### config.mk
export PLATFORM = sky130hd
export DESIGN_NAME = dmem_access_unit
export DESIGN_NICKNAME = d
export VERILOG_FILES = /design/src/rtl/dmem_pkg.sv /design/src/rtl/dmem_lane_align.sv /design/src/rtl/dmem_access_unit.sv
export SDC_FILE = /design/constraint.sdc
export NUM_CORES = 1
export LEC_CHECK = 0
export CORE_ASPECT_RATIO = 1.25
export CORE_MARGIN = 2
export CORE_UTILIZATION = 30
export DETAILED_ROUTE_END_ITERATION = 16
export GPL_ROUTABILITY_DRIVEN = 1
export PLACE_DENSITY = 0.6
export SLEW_MARGIN = 20
export SYNTH_ARGS = -nofsm -noshare
export SYNTH_HDL_FRONTEND = slang
export SYNTH_HIERARCHICAL = 1
export SYNTH_SLANG_ARGS = --single-unit
### constraint.sdc
create_clock -name clock -period 7.81 [get_ports clock]
set_input_delay 1.9525 -clock clock [delete_from_list [all_inputs] [get_ports clock]]
set_output_delay 1.9525 -clock clock [all_outputs]
set_load 0.03 [all_outputs]
### src/rtl/dmem_pkg.sv
`default_nettype none
// ============================================================================
//  Module   : dmem_pkg
//  Purpose  : Shared types and constants for the data-memory access unit.
//  Revision : 1.0
// ============================================================================
package dmem_pkg;

    typedef enum logic [1:0] {
        ST_IDLE      = 2'd0,
        ST_ISSUE     = 2'd1,
        ST_WAIT_RESP = 2'd2,
        ST_DONE      = 2'd3
    } dmem_state_t;

    localparam logic [2:0] DMEM_BYTE = 3'b000;
    localparam logic [2:0] DMEM_HALF = 3'b001;
    localparam logic [2:0] DMEM_WORD = 3'b010;

    localparam int DMEM_TIMEOUT_DEFAULT = 255;

    // Wide enough to hold the limit value itself.
    function automatic int dmem_cnt_width(input int cycles);
        return (cycles < 2) ? 1 : $clog2(cycles + 1);
    endfunction

endpackage : dmem_pkg
`default_nettype wire

### src/rtl/dmem_lane_align.sv
`default_nettype none
// ============================================================================
//  Module   : dmem_lane_align
//  Purpose  : Legality check, byte enables, store replication, load shift.
//  Revision : 1.0
// ============================================================================
module dmem_lane_align
    import dmem_pkg::*;
(
    input  logic [2:0]  funct3_i,
    input  logic [1:0]  addr_lo_i,
    input  logic [31:0] wdata_i,
    input  logic [1:0]  rd_offset_i,
    input  logic [31:0] rdata_i,
    output logic        legal_o,
    output logic [3:0]  be_o,
    output logic [31:0] wdata_o,
    output logic [31:0] rdata_o
);

    always_comb begin
        legal_o = 1'b0;
        be_o    = 4'b0000;
        wdata_o = 32'h0;
        case (funct3_i)
            DMEM_BYTE: begin
                legal_o = 1'b1;
                be_o    = 4'b0001 << addr_lo_i;
                wdata_o = {4{wdata_i[7:0]}};
            end
            DMEM_HALF: begin
                legal_o = ~addr_lo_i[0];
                be_o    = 4'b0011 << addr_lo_i;
                wdata_o = {2{wdata_i[15:0]}};
            end
            DMEM_WORD: begin
                legal_o = (addr_lo_i == 2'b00);
                be_o    = 4'b1111;
                wdata_o = wdata_i;
            end
            default: begin
                legal_o = 1'b0;
            end
        endcase
    end

    // Addressed lane lands at bit 0; vacated upper bits fill with zero.
    assign rdata_o = rdata_i >> {rd_offset_i, 3'b000};

endmodule : dmem_lane_align
`default_nettype wire

### src/rtl/dmem_access_unit.sv
`default_nettype none
// ============================================================================
//  Module   : dmem_access_unit
//  Purpose  : Turns EX/MEM load/store requests into valid/ready memory
//             transactions, stalling the pipeline until completion.
//  Revision : 1.0
// ============================================================================
module dmem_access_unit
    import dmem_pkg::*;
#(
    parameter int TIMEOUT_CYCLES = DMEM_TIMEOUT_DEFAULT
) (
    input  logic        clock,
    input  logic        reset,
    input  logic        req_valid,
    input  logic        req_is_store,
    input  logic [2:0]  req_funct3,
    input  logic [31:0] req_addr,
    input  logic [31:0] req_wdata,
    output logic        stall,
    output logic [31:0] dmemData,
    output logic        access_fault,
    output logic        mem_req_valid,
    input  logic        mem_req_ready,
    output logic [31:0] mem_req_addr,
    output logic        mem_req_we,
    output logic [3:0]  mem_req_be,
    output logic [31:0] mem_req_wdata,
    input  logic        mem_resp_valid,
    input  logic [31:0] mem_resp_data
);

    localparam int               CNT_W     = dmem_cnt_width(TIMEOUT_CYCLES);
    localparam logic [CNT_W-1:0] CNT_LIMIT = CNT_W'(TIMEOUT_CYCLES);

    dmem_state_t      state_q, state_d;
    logic [CNT_W-1:0] cnt_q, cnt_d;
    logic [31:0]      addr_q;
    logic             we_q;
    logic [3:0]       be_q;
    logic [31:0]      wdata_q;
    logic [1:0]       off_q;
    logic [31:0]      data_q, data_d;
    logic             fault_q, fault_d;
    logic             cap_en;

    logic             w_legal;
    logic [3:0]       w_be;
    logic [31:0]      w_wdata_rep;
    logic [31:0]      w_rdata_shift;
    logic [CNT_W-1:0] w_cnt_inc;
    logic             w_timeout;

    dmem_lane_align u_lane_align (
        .funct3_i    (req_funct3),
        .addr_lo_i   (req_addr[1:0]),
        .wdata_i     (req_wdata),
        .rd_offset_i (off_q),
        .rdata_i     (mem_resp_data),
        .legal_o     (w_legal),
        .be_o        (w_be),
        .wdata_o     (w_wdata_rep),
        .rdata_o     (w_rdata_shift)
    );

    // The current cycle is the last one allowed in ISSUE+WAIT_RESP.
    assign w_cnt_inc = cnt_q + 1'b1;
    assign w_timeout = (w_cnt_inc == CNT_LIMIT);

    always_comb begin
        state_d = state_q;
        cnt_d   = cnt_q;
        data_d  = data_q;
        fault_d = 1'b0;
        cap_en  = 1'b0;
        case (state_q)
            ST_IDLE: begin
                if (req_valid) begin
                    if (w_legal) begin
                        state_d = ST_ISSUE;
                        cap_en  = 1'b1;
                        cnt_d   = '0;
                    end else begin
                        state_d = ST_DONE;
                        fault_d = 1'b1;
                        data_d  = 32'h0;
                    end
                end
            end
            ST_ISSUE: begin
                cnt_d = w_cnt_inc;
                if (w_timeout) begin
                    state_d = ST_DONE;
                    fault_d = 1'b1;
                    data_d  = 32'h0;
                end else if (mem_req_ready) begin
                    state_d = ST_WAIT_RESP;
                end
            end
            ST_WAIT_RESP: begin
                cnt_d = w_cnt_inc;
                // A response arriving on the final allowed cycle beats the timeout.
                if (mem_resp_valid) begin
                    state_d = ST_DONE;
                    data_d  = we_q ? 32'h0 : w_rdata_shift;
                end else if (w_timeout) begin
                    state_d = ST_DONE;
                    fault_d = 1'b1;
                    data_d  = 32'h0;
                end
            end
            ST_DONE: begin
                state_d = ST_IDLE;
            end
            default: begin
                state_d = ST_IDLE;
            end
        endcase
    end

    always_ff @(posedge clock or posedge reset) begin
        if (reset) begin
            state_q <= ST_IDLE;
            cnt_q   <= '0;
            data_q  <= 32'h0;
            fault_q <= 1'b0;
        end else begin
            state_q <= state_d;
            cnt_q   <= cnt_d;
            data_q  <= data_d;
            fault_q <= fault_d;
        end
    end

    always_ff @(posedge clock or posedge reset) begin
        if (reset) begin
            addr_q  <= 32'h0;
            we_q    <= 1'b0;
            be_q    <= 4'b0000;
            wdata_q <= 32'h0;
            off_q   <= 2'b00;
        end else if (cap_en) begin
            addr_q  <= {req_addr[31:2], 2'b00};
            we_q    <= req_is_store;
            be_q    <= w_be;
            wdata_q <= w_wdata_rep;
            off_q   <= req_addr[1:0];
        end
    end

    assign stall         = ((state_q == ST_IDLE) && req_valid)
                         || (state_q == ST_ISSUE)
                         || (state_q == ST_WAIT_RESP);
    assign mem_req_valid = (state_q == ST_ISSUE);
    assign mem_req_addr  = addr_q;
    assign mem_req_we    = we_q;
    assign mem_req_be    = be_q;
    assign mem_req_wdata = wdata_q;
    assign dmemData      = data_q;
    assign access_fault  = fault_q;

endmodule : dmem_access_unit
`default_nettype wire

==> results.md <==
- N_diodes: 0
- Worst path depth: 3
- Period utilization: between 60% and 70%
- Cell count after synthesis: a little over 600
- Net Sw Frac: about 45%
- H-tree Lvls: 3
- Hold buffer count at CTS: 0
- GP Congestion: 0.7984
- Max_cap viols: 0
- Setup CP Type: input pin to output port
- # fillers: 2,043
- Synth Register Bits: around 110
- Worst hold stages: 1
- Synth warnings: 6
- Die width: approximately 130 um
- Sequential share of power: ~30%
- Status: finished, final reports clean
- Total wire length: 18.49 mm
- LEAKAGE: 0.003840 uW
- Async SR Flop Fraction: 100.0%
- WP data required: 5.86 ns
- Setup Skew: 0.009679 ns
- RSZ-0062 raised after global routing: false
- CP most frequent cell: clkdlybuf4s50_1
- Core Region: 0.02089 mm^2
- Seq/Total Area, Yosys: between 40% and 50%
- I/O pin count: 209
- Die Area: 0.02261 mm^2
- Final ANT Viol Nets: 0
- Root buf cell: clkbuf_16
- Worst-Skew Late Latency: 0.36 ns
- Antenna violations before repair: 0
- Inserted Clock Buffers: 9
- Max-slew headroom: 29.29%
- Worst-Margin Slew: between 1 and 1.5 ns
- Logic pwr share: 55.6%
- Hold_ws: 0.4927 ns
- CP max stage cell: clkdlybuf4s50_1
- DR vias/cell: 4.915
- Mean routed wirelength per cell: about 17 um
- Post-Route Utilization: approximately 43%
- Clock Tree Buf Depth: 2
- I/O Buffers: 206
- Top FF cell, synth: dfrtp_1
- Via count: 5,269
- GRT overflow: 0
- CP max FO: 6
- DRC: 0
- # setup viols final: 0
- Post-synth cell types: 54
- Sw Pwr: 1435 uW
- CP cell instances: clkdlybuf4s50_1 -> a211o_1 -> clkdlybuf4s50_1
- Fin Setup TNS: 0 ns
- CP top delay family: buffers and inverters
- Launch point of the worst hold path: mem_req_addr[19]
- Total Power: 3176 uW
- Startpoint types: input pin
- DR iter-0 viols: roughly 240
- Largest net degree at the start of global routing: 73
- Post-Syn Area: 0.006425 mm^2
- # clock sinks: 112
- Starting density of the core: a little under a third
- HPWL Detailed: around 13 mm
- Crit path DAT: 3.48 ns
- Post_cts resized: 0
- Synth Area per Inst: 10.36 um^2
- Vias in the first global route: 5,081
- FP Rows: 59
- Setup crit start: req_valid
- Critical Path Sink Type: output port
- Worst hold path type: flop to flop
- Hold violation total from the final report: 0
- Clock power frac: 14.8%
- Peak VDD IR: roughly 180 uV
- Post-synth EDFFs: 0
- Cells on worst reg2reg path: 6
- Number of iterations in the first detailed-routing pass: 4
- Pint: 1741 uW
- Tmin final: 5.428 ns
- TritonCTS clock tree: built
- Power per cell area: 357.4 mW/mm^2
- CP bufs+invs: 2
- Fin. max-slew vios: 0
- Clock slew at reported path FFs: 0.08 ns
- Layout cells sized above 1: 9.524%
- Max Freq: 184.2 MHz
- Global-route wire length before repair: roughly 29 mm
- Die span in y: 167.6 um
- Area Overhead vs Synth: 38.34%
- Critical Path Max Stage Delay: 0.61 ns
- GRT Overall Usage: 16.21%
- Nets: 904
- Post-CTS Setup Bufs: 0
- R2R Path Start: state_q[1]
worst register-to-register path, cell delays in order, from the launching register on:
cell,delay (ns)
dfrtp_1,0.45
inv_1,0.12
ha_1,0.48
nand3_4,0.90
o21a_1,0.51
nand2b_1,0.27
o31ai_1,0.25
cells in the final DEF, fill, tap and decap left out, drive strengths merged, types with 13 or more instances in the layout:
master | Yosys | final
a21o | 19 | 19
a21oi | 15 | 15
inv | 23 | 27
and2 | 19 | 19
mux2i | 43 | 43
clkdlybuf4s50 | 0 | 206
o32ai | 15 | 15
nand2 | 75 | 75
a31o | 32 | 32
nand2b | 13 | 13
dfrtp | 112 | 112
mux2 | 69 | 69
nor2 | 16 | 16
o21ai | 44 | 44
path summary, 6_finish.rpt:
kind / slack [ns] / end
worst min register to register: 0.49 / mem_req_addr[19]
max in group asynchronous: 4.52 / mem_req_addr[12]
worst min-delay path: 0.49 / mem_req_addr[19]
worst max-delay path: 2.38 / stall
min in group asynchronous: 2.13 / mem_req_addr[15]
worst max register to register: 4.72 / cnt_q[4]
cells in the mapped netlist (2+ instances only):
cell type | instances | area [um^2]
a21bo_1 | 2 | 20.02
a21o_1 | 19 | 142.6
a21oi_1 | 15 | 75.07
a31o_1 | 32 | 280.3
and2_1 | 19 | 118.9
buf_2 | 10 | 50.05
buf_4 | 8 | 60.06
buf_6 | 9 | 101.4
clkbuf_1 | 26 | 97.59
dfrtp_1 | 112 | 2803
ha_1 | 6 | 75.07
inv_1 | 23 | 86.33
mux2_1 | 29 | 326.6
mux2_2 | 40 | 450.4
mux2i_1 | 43 | 430.4
nand2_1 | 75 | 281.5
nand2b_1 | 12 | 75.07
nand3_1 | 4 | 20.02
nand3b_1 | 10 | 75.07
nand4_1 | 2 | 12.51
nor2_1 | 15 | 56.30
nor2b_1 | 4 | 25.02
nor3_1 | 3 | 15.01
o21a_1 | 4 | 30.03
o21ai_0 | 38 | 190.2
o21ai_1 | 6 | 30.03
o2bb2ai_1 | 8 | 70.07
o31ai_1 | 5 | 37.54
o32ai_1 | 15 | 131.4
o41ai_1 | 2 | 17.52
stage by stage:
step           setup slack, ns  cells  area [um^2]
5_1_grt                  2.333   1072         8889
3_5_place_dp             2.381   1056         8603
3_3_place_gp             2.372   1056         8603
6_report                 2.382   1072         8889
4_1_cts                  2.369   1072         8889
2_1_floorplan            2.898    621         6429
power groups by stage:
stage               Combinational, uW  Sequential [uW]  Clock [uW]
floorplan                         814             1280           0
global placement                 1780              945           0
detailed placement               1780              952           0
CTS                              1790              945         488
global route                     1890              972         507
finish                           1770              941         469
cell families after synthesis:
kind of cell	after synthesis	share of synthesized area, %
multiplexers	112	18.79
flip-flops	112	43.62
XOR/XNOR	1	0.1363
adder cells (fa/ha/maj)	6	1.168
other	1	0.05837
AO/OA/AOI/OAI	156	17.74
AND/OR/NAND/NOR	155	12.25
buffers and inverters	77	6.232
layout make-up:
class / instances / area [um^2] / share of cell area (%)
Multi-Input combinational cell: 432 / 3239 / 36.44
Sequential cell: 112 / 2803 / 31.53
Timing Repair Buffer: 215 / 2130 / 23.96
Tap cell: 274 / 342.8 / 3.857
Clock buffer: 9 / 225.2 / 2.534
Inverter: 23 / 88.84 / 0.9994
Clock inverter: 7 / 60.06 / 0.6757
layer usage:
metal	track usage (%)	up-vias	routed length (um)
met5	0	-	0
met4	4.805	0	213
met3	3.996	10	1247
met2	26.37	152	8991
met1	21.26	2565	8032
li1	-	2542	-
flip-flops by register name (all words and copies together), names as in the netlist:
register	count
access_fault	1
dmemData	32
mem_req_addr	30
mem_req_wdata	32
cnt_q	8
mem_req_we	1
state_q	2
mem_req_be	4
off_q	2
No activity file was read; power rests on OpenSTA's default activity.
==> RTL change 1 (config.mk and constraints unchanged) <==
The package constant `DMEM_TIMEOUT_DEFAULT` goes from 255 to 510.
--- a/src/rtl/dmem_pkg.sv
+++ b/src/rtl/dmem_pkg.sv
@@ -18,5 +18,5 @@
     localparam logic [2:0] DMEM_WORD = 3'b010;
 
-    localparam int DMEM_TIMEOUT_DEFAULT = 255;
+    localparam int DMEM_TIMEOUT_DEFAULT = 510;
 
     // Wide enough to hold the limit value itself.
Formal check against the unedited RTL: same outputs for any inputs over 4 cycles, from zero or initial values and one cycle with reset high; that may be too few to reach the edited logic, so the function may still have changed.
==> RTL change 1 against the unedited design <==
Wire length rose by 7.6%; largest cell class unchanged; largest power group unchanged; first-iteration DRC count up 7.6%; setup slack improved by 0.10 ns; synthesized area is 1.2% lower; sequential power rose by 2.6%; power rose by 13%; design area rose by 3.2%; die area down 1.2%; sequential cell count is 1 higher; global-route usage grew 1.7 points.
==> RTL change 1: results <==
group,metric,value,unit
status,outcome,"finished clean",
place,post-place-cells,1176,
place,dp.final_hpwl,13700,µm
min_path,whs_endpoint,"mem_req_wdata[1]$_DFFE_PP0P_",
logic_synthesis,synth_cell_types,57,
grt,grt_max_degree,66,
layout,inv_count,24,
layout,multi_input_cells,546,
clocking,clk_latency,0.41,ns
logic_synthesis,netlist_top_cells_count,"nand2_1, dfrtp_1, o21ai_0, mux2i_1, and2_1",
clocking,cts_sinks,113,
grt,grt_use_met1,0.233,
layout,nets,1032,
grt,grt_pass1_wl,31700,µm
logic_synthesis,yosys-top-cells-area,"dfrtp_1, nand2_1, mux2i_1",
min_path,holdPathStages,2,
layout,area_growth,44.5,%
sta,finClkSkew,0.00681,ns
grt,grt_pass1_vias,5638,
layout,nClkBuffers,24,
drt,vias,5823,
grt,antenna_found_initial,1,
min_path,min_from,"mem_req_wdata[1]$_DFFE_PP0P_",
drt,viasPerCell,4.82,
power,seq_power_share,0.269,
layout,drive_above_1_share,0.0632,
sta,max-slew-margin-rel,0.400,
layout,fillCellCount,2069,
clocking,clk_pin_slew,0.05,ns
grt,grt.total_usage,0.180,
setup_path,cpPeakStageDelay,0.66,ns
drt,drt-total-wl,19900,µm
place,globalplace.congestion,0.773,
setup_path,r2r_slack,4.73,ns
sta,fin_crit,5.32,ns
logic_synthesis,synth_cells,738,
power,worst_ir_drop_vdd,0.204,mV
power,p_leak,4.08,nW
grt,grt_use_met3,0.0575,
drt,drt_iter0_markers,255,
power,clock_power,0.000788,W
clocking,numCtsBuffers,17,
layout,final-clk-cell-share,0.0657,
drt,wl_met3,1410,µm
setup_path,rr_endpoint,"cnt_q[7]$_DFFE_PP0P_",
layout,regArea,2830,µm²
RTL change 1: cell types whose count changed after synthesis, moves of 17 or more:
cell     unedited run  this run
nand2_1            75       228
mux2_2             40         1
a31o_1             32         0
a22oi_1             0        29
mux2_1             29         0
o21ai_0            38        64
and2_1             19        39
a21o_1             19         2
RTL change 1: cell families (layout without fill, tap and decap cells):
| logic type | count (synthesis) | in the layout | share of synthesized area |
|---|---|---|---|
| buf+inv | 80 | 275 | 0.0611 |
| xor+xnor | 4 | 4 | 0.00670 |
| simple gates | 332 | 332 | 0.238 |
| compound gates | 157 | 157 | 0.166 |
| mux | 45 | 45 | 0.0712 |
| other cells | 1 | 2 | 0.000591 |
| flops | 113 | 113 | 0.445 |
| fa+ha+maj | 6 | 6 | 0.0118 |
==> RTL change 2 (same settings) <==
Without the edit above. Make the reset (`reset`) synchronous in 2 clocked blocks.
--- a/src/rtl/dmem_access_unit.sv
+++ b/src/rtl/dmem_access_unit.sv
@@ -119,5 +119,5 @@
     end
 
-    always_ff @(posedge clock or posedge reset) begin
+    always_ff @(posedge clock) begin
         if (reset) begin
             state_q <= ST_IDLE;
@@ -133,5 +133,5 @@
     end
 
-    always_ff @(posedge clock or posedge reset) begin
+    always_ff @(posedge clock) begin
         if (reset) begin
             addr_q  <= 32'h0;
Behaviour: differs if reset is asserted again (counterexample within 4 cycles, from zero or initial values and one cycle with reset high); with reset held inactive, the same outputs for 4 cycles.
==> RTL change 2 against the unedited design <==
Fmax increased by 1.8%; wire length increased by 2.9%; design area is 5.1% lower; synthesized area fell by 6.4%; setup slack gained 0.095 ns; via count up 9.6%; die area shrank 6.2%; sequential cell count stayed put; largest cell class unchanged; highest routed layer unchanged; hold slack worse by 0.038 ns.
Power is not compared: it rests on default switching activity, and its combinational part moved more than twofold at a synthesized area within 25%.
==> RTL change 2: results <==
group,metric,value,unit
clocking,cts-resized-gates,0,
setup_path,cpPeakStageDelay,0.59,ns
logic_synthesis,synth.avg_cell_area,7.94,µm²
logic_synthesis,synth_compound_area_frac,0.233,
place,post-place-cells,1171,
logic_synthesis,netlist_top_cells_count,"nand2_1, dfxtp_1, a21oi_1, clkbuf_1, mux2i_1",
min_path,min_from,"mem_req_addr[15]$_SDFFE_PP0P_",
logic_synthesis,async_reset_ff_frac,0,
layout,fillCellCount,2075,
layout,nets,1028,
drt,drt-total-wl,19000,µm
logic_synthesis,yosys-top-cells-area,"dfxtp_1, nand2_1, a21oi_1",
sta,max-slew-margin-rel,0.392,
status,outcome,"finished clean",
logic_synthesis,synth-adder-area-share,0.0125,
drt,vias,5774,
place,globalplace.congestion,0.799,
grt,grt.total_usage,0.176,
sta,setup_ws,2.48,ns
logic_synthesis,synthMuxAreaShare,0.0685,
logic_synthesis,yosysSeqAreaShare,0.373,
power,powerDensity,197,nW/µm²
place,dp.final_hpwl,13400,µm
min_path,whs_endpoint,"mem_req_addr[15]$_SDFFE_PP0P_",
setup_path,r2r_cells,7,
place,place_ws,2.46,ns
setup_path,reg2reg_from,"cnt_q[0]$_SDFFE_PP0P_",
layout,drive_above_1_share,0.0673,
logic_synthesis,synth_xor_area_frac,0.00146,
setup_path,arrival,3.38,ns
setup_path,r2r_slack,5.11,ns
grt,grt_pass1_wl,29900,µm
drt,drt_iter0_markers,274,
clocking,clockBufferDepth,2,
min_path,holdPathStages,2,
sta,finClkSkew,0.0117,ns
==> RTL change 2: changes by cell type after synthesis, moves of 32 or more <==
cell	unedited run	this run
nand2_1	75	143
mux2_2	40	1
dfrtp_1	112	0
dfxtp_1	0	112
a21oi_1	15	102
a31o_1	32	0
==> RTL change 2: final cells by class <==
class	count	area share
flip-flops and latches	112	0.266
inverters	33	0.0147
repair buffers	215	0.252
clock inverters	6	0.00934
clock buffers	9	0.0267
well taps	265	0.0393
multi-input cells	546	0.392
==> RTL change 2: metrics by stage <==
| step | hold slack (ns) | area, µm² |
|---|---|---|
| 3_3_place_gp | 0.442 | 8140 |
| 5_1_grt | 0.472 | 8440 |
| 4_1_cts | 0.457 | 8440 |
| 3_5_place_dp | 0.446 | 8140 |
| 6_report | 0.455 | 8440 |
| 2_1_floorplan | 0.437 | 6020 |
==> RTL change 2: layer usage <==
layer	GRT usage	wire length, µm
met4	0.0416	200
met2	0.291	9260
met3	0.0550	1450
met1	0.224	8110
met5	0	0
